<file path="config.mk">
export PLATFORM = sky130hd
export DESIGN_NAME = reorder_tag_scheduler
export DESIGN_NICKNAME = d
export VERILOG_FILES = /design/src/rtl/reorder_tag_scheduler.sv
export SDC_FILE = /design/constraint.sdc
export NUM_CORES = 1
export LEC_CHECK = 0
export ABC_CLOCK_PERIOD_IN_PS = 4900
export BUFFER_PORTS_ARGS = -buffer_cell sky130_fd_sc_hd__buf_2
export CORE_AREA = 5 5 160 162
export CTS_BUF_LIST = sky130_fd_sc_hd__clkbuf_2 sky130_fd_sc_hd__clkbuf_4 sky130_fd_sc_hd__clkbuf_8
export CTS_CLUSTER_SIZE = 16
export DETAILED_ROUTE_END_ITERATION = 7
export DIE_AREA = 0 0 165 167
export GPL_TIMING_DRIVEN = 1
export PLACE_DENSITY = 0.54
export SLEW_MARGIN = 20
export SYNTH_ARGS = -nofsm -noshare
export SYNTH_HDL_FRONTEND = slang
export SYNTH_SLANG_ARGS = --single-unit
</file>
<file path="constraint.sdc">
create_clock -name clk -period 4.9 [get_ports clk]
set_clock_uncertainty 0.15 [all_clocks]
set_input_delay 0 -clock clk [delete_from_list [all_inputs] [get_ports clk]]
set_output_delay 0 -clock clk [all_outputs]
set_load 0.03 [all_outputs]
</file>
<file path="src/rtl/reorder_tag_scheduler.sv">
// Reorder-tag scheduler for the circular packet buffer.
//
// Hands out reorder tags in allocation order, records filter verdicts in a
// per-tag status table, and exposes the head-of-line tag and its status to
// the buffer. The buffer retires the head tag once it has been sent or skipped.
//
// Status encoding: 00 free, 10 pending, 11 accepted, 01 rejected.
//
// Ports:
//   clk, rst                 clock, asynchronous active-low reset
//   alloc_req                forwarder requests a tag
//   alloc_gnt, alloc_tag     combinational grant and the granted tag
//   verdict_valid/_tag/_accept  filter verdict for a pending tag
//   head_tag, packet_status  oldest outstanding tag and its status
//   retire                   buffer finished or skipped the head packet
//   occupancy, full, empty   outstanding-tag count and its flags
//   err_sticky               protocol violation seen since reset
module reorder_tag_scheduler #(
  parameter int unsigned TAG_WIDTH = 6,
  parameter int unsigned NUM_TAGS  = 50,
  parameter int unsigned CNT_WIDTH = $clog2(NUM_TAGS + 1)
) (
  input  logic                 clk,
  input  logic                 rst,
  input  logic                 alloc_req,
  output logic                 alloc_gnt,
  output logic [TAG_WIDTH-1:0] alloc_tag,
  input  logic                 verdict_valid,
  input  logic [TAG_WIDTH-1:0] verdict_tag,
  input  logic                 verdict_accept,
  output logic [TAG_WIDTH-1:0] head_tag,
  output logic [1:0]           packet_status,
  input  logic                 retire,
  output logic [CNT_WIDTH-1:0] occupancy,
  output logic                 full,
  output logic                 empty,
  output logic                 err_sticky
);

  typedef logic [TAG_WIDTH-1:0] tag_t;
  typedef logic [CNT_WIDTH-1:0] cnt_t;

  localparam tag_t       LastTag = tag_t'(NUM_TAGS - 1);
  localparam cnt_t       MaxOcc  = cnt_t'(NUM_TAGS);
  localparam logic [1:0] StFree  = 2'b00;
  localparam logic [1:0] StPend  = 2'b10;
  localparam logic [1:0] StAcc   = 2'b11;
  localparam logic [1:0] StRej   = 2'b01;

  logic [1:0] status_q [NUM_TAGS];
  logic [1:0] status_d [NUM_TAGS];
  tag_t       tail_q, tail_d;
  tag_t       head_q, head_d;
  cnt_t       occ_q, occ_d;
  logic       err_q, err_d;

  logic [1:0] head_status;
  logic [1:0] verdict_status;
  logic       verdict_ok;
  logic       retire_ok;

  assign full          = (occ_q == MaxOcc);
  assign empty         = (occ_q == '0);
  assign occupancy     = occ_q;
  assign alloc_gnt     = alloc_req && !full;
  assign alloc_tag     = tail_q;
  assign head_tag      = head_q;
  assign packet_status = head_status;
  assign err_sticky    = err_q;

  // Explicit compare muxes: tags at or above NUM_TAGS read back as free, so an
  // out-of-range verdict falls into the "not pending" error path.
  always_comb begin
    head_status    = StFree;
    verdict_status = StFree;
    for (int unsigned i = 0; i < NUM_TAGS; i++) begin
      if (head_q == tag_t'(i)) head_status = status_q[i];
      if (verdict_tag == tag_t'(i)) verdict_status = status_q[i];
    end
  end

  // Decided states (11, 01) both have bit 0 set.
  assign retire_ok  = retire && head_status[0];
  // A verdict on the tag being granted this cycle sees it still free, and a
  // verdict on the head being retired sees it already decided; both are errors.
  assign verdict_ok = verdict_valid && (verdict_status == StPend);

  always_comb begin
    status_d = status_q;
    for (int unsigned i = 0; i < NUM_TAGS; i++) begin
      if (alloc_gnt && (tail_q == tag_t'(i))) status_d[i] = StPend;
      if (verdict_ok && (verdict_tag == tag_t'(i))) begin
        status_d[i] = verdict_accept ? StAcc : StRej;
      end
      if (retire_ok && (head_q == tag_t'(i))) status_d[i] = StFree;
    end
  end

  always_comb begin
    tail_d = tail_q;
    head_d = head_q;
    occ_d  = occ_q;
    err_d  = err_q;
    if (alloc_gnt) tail_d = (tail_q == LastTag) ? '0 : tail_q + tag_t'(1);
    if (retire_ok) head_d = (head_q == LastTag) ? '0 : head_q + tag_t'(1);
    case ({alloc_gnt, retire_ok})
      2'b10:   occ_d = occ_q + cnt_t'(1);
      2'b01:   occ_d = occ_q - cnt_t'(1);
      default: occ_d = occ_q;
    endcase
    if ((verdict_valid && !verdict_ok) || (retire && !retire_ok)) err_d = 1'b1;
  end

  always_ff @(posedge clk or negedge rst) begin
    if (!rst) begin
      for (int unsigned i = 0; i < NUM_TAGS; i++) status_q[i] <= StFree;
      tail_q <= '0;
      head_q <= '0;
      occ_q  <= '0;
      err_q  <= 1'b0;
    end else begin
      status_q <= status_d;
      tail_q   <= tail_d;
      head_q   <= head_d;
      occ_q    <= occ_d;
      err_q    <= err_d;
    end
  end

endmodule

</file>
==> qor.yml, run 1 <==
outcome:
  status: "complete, but fails checks"
  violations: "design-rule violations"
detailed_routing:
  dr.pass1.iters: 8
  first_iter_violations: 1715
  post_drt_wl_per_cell_um: 29.4
  antenna_violating_nets_post_route: 0
  viasPerCell: 6.86
  vias: 10600
  drc: 6
  wirelength_um: 45300
timing:
  finalMaxSlewViolations: 0
  setup_viol_count_final: 0
  final-hold-violation-count: 0
  rsz0062_at_grt: "false"
  tightestPinTransition_ns: 1.10
  fmax_ghz: 0.215
  fin_hold_ws_ns: 0.117
  post-route-min-period_ns: 4.64
  setup_tns_ns: 0
  fin_crit_sh_pct: 94.8
  relSlewSlack_pct: 26.3
floorplan:
  start_util_pct: 39.5
  die-area_um2: 27600
  fp.dieW_um: 165
  core_area_um2: 24000
  boundaryPins: 36
  chipHeight_um: 167
  rows: 57
setup_path:
  critPathArrivalTime_ns: 4.86
  cpPeakStageDelay_ns: 0.47
  reg2reg_from: "head_tag[0]$_DFFE_PN0N_"
  cp.required_ns: 5.11
  end_kind: "flop"
  worstSetupStartpointType: "flop"
  critPathBufInv: 3
  path_cells: "inv_1 -> ha_1 -> buf_12 -> buf_4 -> nand3b_1 -> a211oi_1 -> o21ai_0 -> a211o_1 -> and3_1 -> a211oi_4 -> ha_4 -> ha_1 -> a21o_1 -> a21oi_1 -> o21bai_1 -> a21oi_1 -> xor2_1 -> nor2_1 -> xor2_1"
  worst-setup-path-type: "flop to flop"
  cp_max_fo: 26
  worstSetupStartpoint: "head_tag[0]$_DFFE_PN0N_"
  cp_top_family: "compound AO/OA/AOI/OAI gates"
  slowest_stage: "dfrtp_1"
synth:
  yosys_most_used_dff: "dfrtp_1"
  syn_nets: 1203
  yosys.area_share.simple_pct: 26.1
  syn_avg_cell_area_um2: 8.05
  synthArstFlopShare_pct: 100
  synth_compound_gate_area_share_pct: 29.8
  ys_seq_elements: 119
  synthAdderAreaFrac_pct: 1.93
  synth_edf_count: 0
  synth_cell_types: 92
  yosysWarnings: 0
  synth_mux_area_share_pct: 2.72
  synth-xor-area-share_pct: 0.739
  yosysSeqAreaShare_pct: 31.4
  syn_area_um2: 9480
  synth_top_family_by_area: "compound AO/OA/AOI/OAI gates"
  syn_inst: 1177
placement:
  dpl.hpwl_um: 33100
  port_buffers: 35
  gp_congestion: 1.03
cells_and_area:
  area_growth_pct: 13.7
  layout_common_cells: "123 x nor2_1, 118 x dfrtp_1, 89 x o21ai_0"
  layout_commonest_cell: "nor2_1"
  ff_latch_area_um2: 2980
  diodes: 0
  drive_gt1_share_pct: 17.1
  multiInputGateArea_um2: 5860
  final_nets: 1232
  n_fill_cell: 2467
global_route:
  antenna_found_initial: 1
  grt_max_degree: 94
  overflow: 0
  grtUsageTotal_pct: 32.6
  grt_pass1_vias: 9992
  grt_pass1_wl_um: 67400
clock_network:
  path_clk_slew_ns: 0.09
  clock_latency_ns: 0.47
  clockBufferDepth: 2
  cts_root_buffer: "clkbuf_8"
  numCtsBuffers: 17
  cts_tree: "built"
  clkSinkCount: 119
  htree_levels: 4
power_and_ir_drop:
  peakVddDrop_mv: 0.383
  swShare_pct: 51.7
  p_comb_share_pct: 53.8
  p_per_area_nw_per_um2: 557
  clkPwrFrac_pct: 17.2
  seqPwrFrac_pct: 29.0
  switching_power_mw: 3.10
  p_int_mw: 2.90
  p_leak_nw: 4.31
flow_run:
  drv_cap: 0
worst_hold_path:
  min_from: "verdict_tag[1]"
  hp-class: "input pin to flop"
## through the flow
stage	total power, mW	cells	utilization, %	worst slack, ns	area [um^2]
finish	6.00	1543	45.0	0.257	10800
global route	6.26	1543	45.0	0.0440	10800
CTS	5.89	1543	44.9	0.173	10800
detailed placement	4.85	1500	42.6	0.170	10200
global placement	4.85	1500	42.6	0.263	10200
floorplan	3.62	1177	-	0.0683	9480
## flip-flops by register name (all words and copies together), names as in the netlist
| signal | flops |
|---|---|
| alloc_tag | 6 |
| err_sticky | 1 |
| head_tag | 6 |
| occupancy | 6 |
| status_q | 100 |
## cell type report
cell class,instances,area share (%)
clock inverter,14,1.71
sequential,119,27.6
clock buffer,18,2.30
multi-input combinational,912,54.4
timing repair buffer,125,9.08
inverter,31,1.08
tap,324,3.76
## final timing paths
check,to,slack (ns),depth (start not counted)
max reg2reg,occupancy[5]$_DFFE_PN0P_,0.26,19
max,occupancy[5]$_DFFE_PN0P_,0.26,19
min in group asynchronous,occupancy[4]$_DFFE_PN0P_,0.43,4
max in group asynchronous,head_tag[2]$_DFFE_PN0N_,3.50,4
min reg2reg,occupancy[5]$_DFFE_PN0P_,0.36,1
min,status_q[30]$_DFFE_PN0P_,0.12,4
## routing by layer
layer	track usage, %	share of wire (%)
met2	46.0	42
met5	0	0
met1	46.2	41
met3	7.83	11
met4	16.6	5.9
## synth_stat cells, types with 6 or more instances
master	n	area, um^2
nand3_1	42	210
o2bb2ai_1	10	87.6
nor3_1	26	130
a22oi_1	16	120
a211oi_1	23	173
a31o_2	22	193
nor3b_1	7	52.6
nor2b_1	25	156
inv_1	30	113
nor4_1	9	56.3
buf_2	40	200
nand2_1	78	293
o21ai_0	89	445
o221ai_1	6	52.6
a32oi_1	30	263
a21oi_1	71	355
clkbuf_1	51	191
o22ai_1	9	56.3
mux2i_1	19	190
and2_1	8	50.1
o211ai_1	6	45.0
nand4_1	32	200
nor2_1	126	473
nand3b_1	14	105
buf_4	14	105
dfrtp_1	119	2980
ha_1	13	163
a221oi_1	6	52.6
and3_1	23	144
a31oi_1	31	194
nand2b_1	22	138
## tightest hold or removal path, cell delays in order
cell	delay [ns]
buf_2	0.30
nor4b_4	0.26
nand3_1	0.07
a32oi_1	0.06
## logic make-up after synthesis
kind of cell,Yosys count
AND/OR/NAND/NOR,458
flip-flops,119
buffers and inverters,146
adder cells (fa/ha/maj),14
multiplexers,24
AO/OA/AOI/OAI,408
XOR/XNOR,8
## power by group through the flow
stage                     clock [mW]  combinational [mW]  sequential [mW]
after global routing            1.08                3.42             1.75
after global placement             0                3.11             1.73
final                           1.03                3.23             1.74
after detailed placement           0                3.12             1.73
after floorplan                    0                2.00             1.62
after CTS                       1.04                3.14             1.71
## what timing repair did
item,CTS,global route
setup endpoints to repair,0,1
resized for setup,0,2
buffers inserted,0,0
hold buffers,11,0
endpoints found under the hold margin,140,0
(Power assumes the default switching activity.)
==> run 2: changes to the inputs <==
==> constraint.sdc (replaced) <==
create_clock -name clk -period 4.9 [get_ports clk]
set_clock_uncertainty 0.15 [all_clocks]
set_input_delay 0 -clock clk [delete_from_list [all_inputs] [get_ports clk]]
set_output_delay 0 -clock clk [all_outputs]
set_load 0.1 [all_outputs]
==> qor.yml, run 2 (synthesized netlist as in run 1, its figures left out) <==
cells_and_area:
  ff_latch_area_um2: 2990
  multiInputGateArea_um2: 5870
  drive_gt1_share_pct: 17.6
  n_fill_cell: 2434
  layout_commonest_cell: "nor2_1"
  max_flop_register: "status_q"
  diodes: 0
  largest_register_ffs: 100
  final_area_um2: 10800
  layout_common_cells: "123 x nor2_1, 115 x dfrtp_1, 89 x o21ai_0"
  final_nets: 1234
  area_growth_pct: 13.8
timing:
  fin_hold_ws_ns: 0.00432
  tightestPinTransition_ns: 1.16
  post-route-min-period_ns: 4.64
  fin_crit_sh_pct: 94.6
  fmax_ghz: 0.216
  finalMaxSlewViolations: 0
  relSlewSlack_pct: 22.1
  final-hold-violation-count: 0
  setup_viol_count_final: 0
  rsz0062_at_grt: "false"
  setup_tns_ns: 0
detailed_routing:
  wirelength_um: 47400
  vias: 10600
  post_drt_wl_per_cell_um: 30.7
  antenna_violating_nets_post_route: 0
  viasPerCell: 6.88
  first_iter_violations: 1769
  drc: 0
  dr.pass1.iters: 7
setup_path:
  critPathBufInv: 2
  cp_max_fo: 47
  slowest_stage: "dfrtp_4"
  worstSetupStartpointType: "flop"
  cpPeakStageDelay_ns: 0.51
  end_kind: "flop"
  cp_top_family: "compound AO/OA/AOI/OAI gates"
  critPathArrivalTime_ns: 4.85
  cp.required_ns: 5.11
  worst-setup-path-type: "flop to flop"
  path_cells: "inv_1 -> ha_2 -> buf_12 -> nor3b_1 -> o311ai_0 -> nand2_1 -> a2111o_1 -> a311o_1 -> a211oi_4 -> ha_4 -> ha_1 -> a21o_1 -> a21oi_1 -> o21bai_1 -> a21oi_1 -> xor2_1 -> nor2_1 -> xor2_1"
floorplan:
  core_area_um2: 24000
  rows: 57
  boundaryPins: 36
  fp.dieW_um: 165
  die-area_um2: 27600
  start_util_pct: 39.5
  chipHeight_um: 167
clock_network:
  cts_tree: "built"
  clock_latency_ns: 0.47
  cts_root_buffer: "clkbuf_8"
  clockBufferDepth: 2
  clkSinkCount: 119
  cts_setup_buffers: 0
  numCtsBuffers: 17
  path_clk_slew_ns: 0.09
  htree_levels: 4
power_and_ir_drop:
  p_leak_nw: 4.31
  peakVddDrop_mv: 0.455
  power_mw: 6.53
  p_per_area_nw_per_um2: 606
worst_hold_path:
  hp-class: "input pin to asynchronous set/reset pin"
outcome:
  status: "finished clean"
global_route:
  grt_pass1_vias: 10200
  grt_pass1_wl_um: 70100
  grtUsageTotal_pct: 34.3
  overflow: 0
  antenna_found_initial: 0
  grt_max_degree: 94
placement:
  dpl.hpwl_um: 34800
  port_buffers: 35
  gp_congestion: 1.03
  place_area_um2: 10300
flow_run:
  drv_cap: 0
run 2: worst paths after layout:
path | start | endpoint | slack, ns | depth (start not counted)
worst min register to register | occupancy[5]$_DFFE_PN0P_ | occupancy[5]$_DFFE_PN0P_ | 0.37 | 1
min in group clk | verdict_tag[0] | status_q[55]$_DFFE_PN0P_ | 0.08 | 3
worst min-delay path | rst | occupancy[2]$_DFFE_PN0P_ | 0.004 | 2
max in group asynchronous | rst | head_tag[0]$_DFFE_PN0N_ | 3.40 | 3
worst max-delay path | head_tag[0]$_DFFE_PN0N_ | occupancy[5]$_DFFE_PN0P_ | 0.26 | 18
worst max register to register | head_tag[0]$_DFFE_PN0N_ | occupancy[5]$_DFFE_PN0P_ | 0.26 | 18
run 2: final cells by class:
type                       instances  share of cell area, %
clock inverter                    14                   1.51
tap                              324                   3.76
clock buffer                      18                   2.30
inverter                          31                   1.08
multi-input combinational        912                   54.5
sequential                       119                   27.7
timing repair buffer             127                   9.19
run 2: layer usage:
metal	track usage (%)	wire, um	vias to the layer above
li1	-	-	4511
met4	17.4	2740	0
met1	49.2	19600	5212
met3	7.02	5050	158
met5	0	0	-
met2	48.5	20000	742
run 2: repair_timing:
| item | CTS | global route |
|---|---|---|
| hold endpoints to repair | 79 | 0 |
| endpoints found under the setup margin | 0 | 1 |
| gates resized for setup | 0 | 3 |
| hold buffers | 9 | 0 |
run 2: worst register-to-register path: cells and delay by family, from the launching register on:
kind / cells / cell delay (ns)
DFF: 1 / 0.51
AOI/OAI and AO/OA: 8 / 2.20
buffers and inverters: 2 / 0.39
and+or+nand+nor: 3 / 0.28
adders and majority gates: 3 / 0.72
xor gates and xnor gates: 2 / 0.30
run 2: metrics by stage:
step                worst slack, ns  util [%]  std cells
floorplan                    0.0409         -       1177
global placement              0.234      42.8       1504
detailed placement            0.175      42.8       1504
CTS                           0.163      44.9       1545
global route                0.00428      45.0       1545
finish                        0.264      45.0       1545
run 2: power breakdown:
part / internal [mW] / switching, mW
clock: 0.479 / 0.520
sequential: 1.28 / 0.475
combinational: 1.11 / 2.67
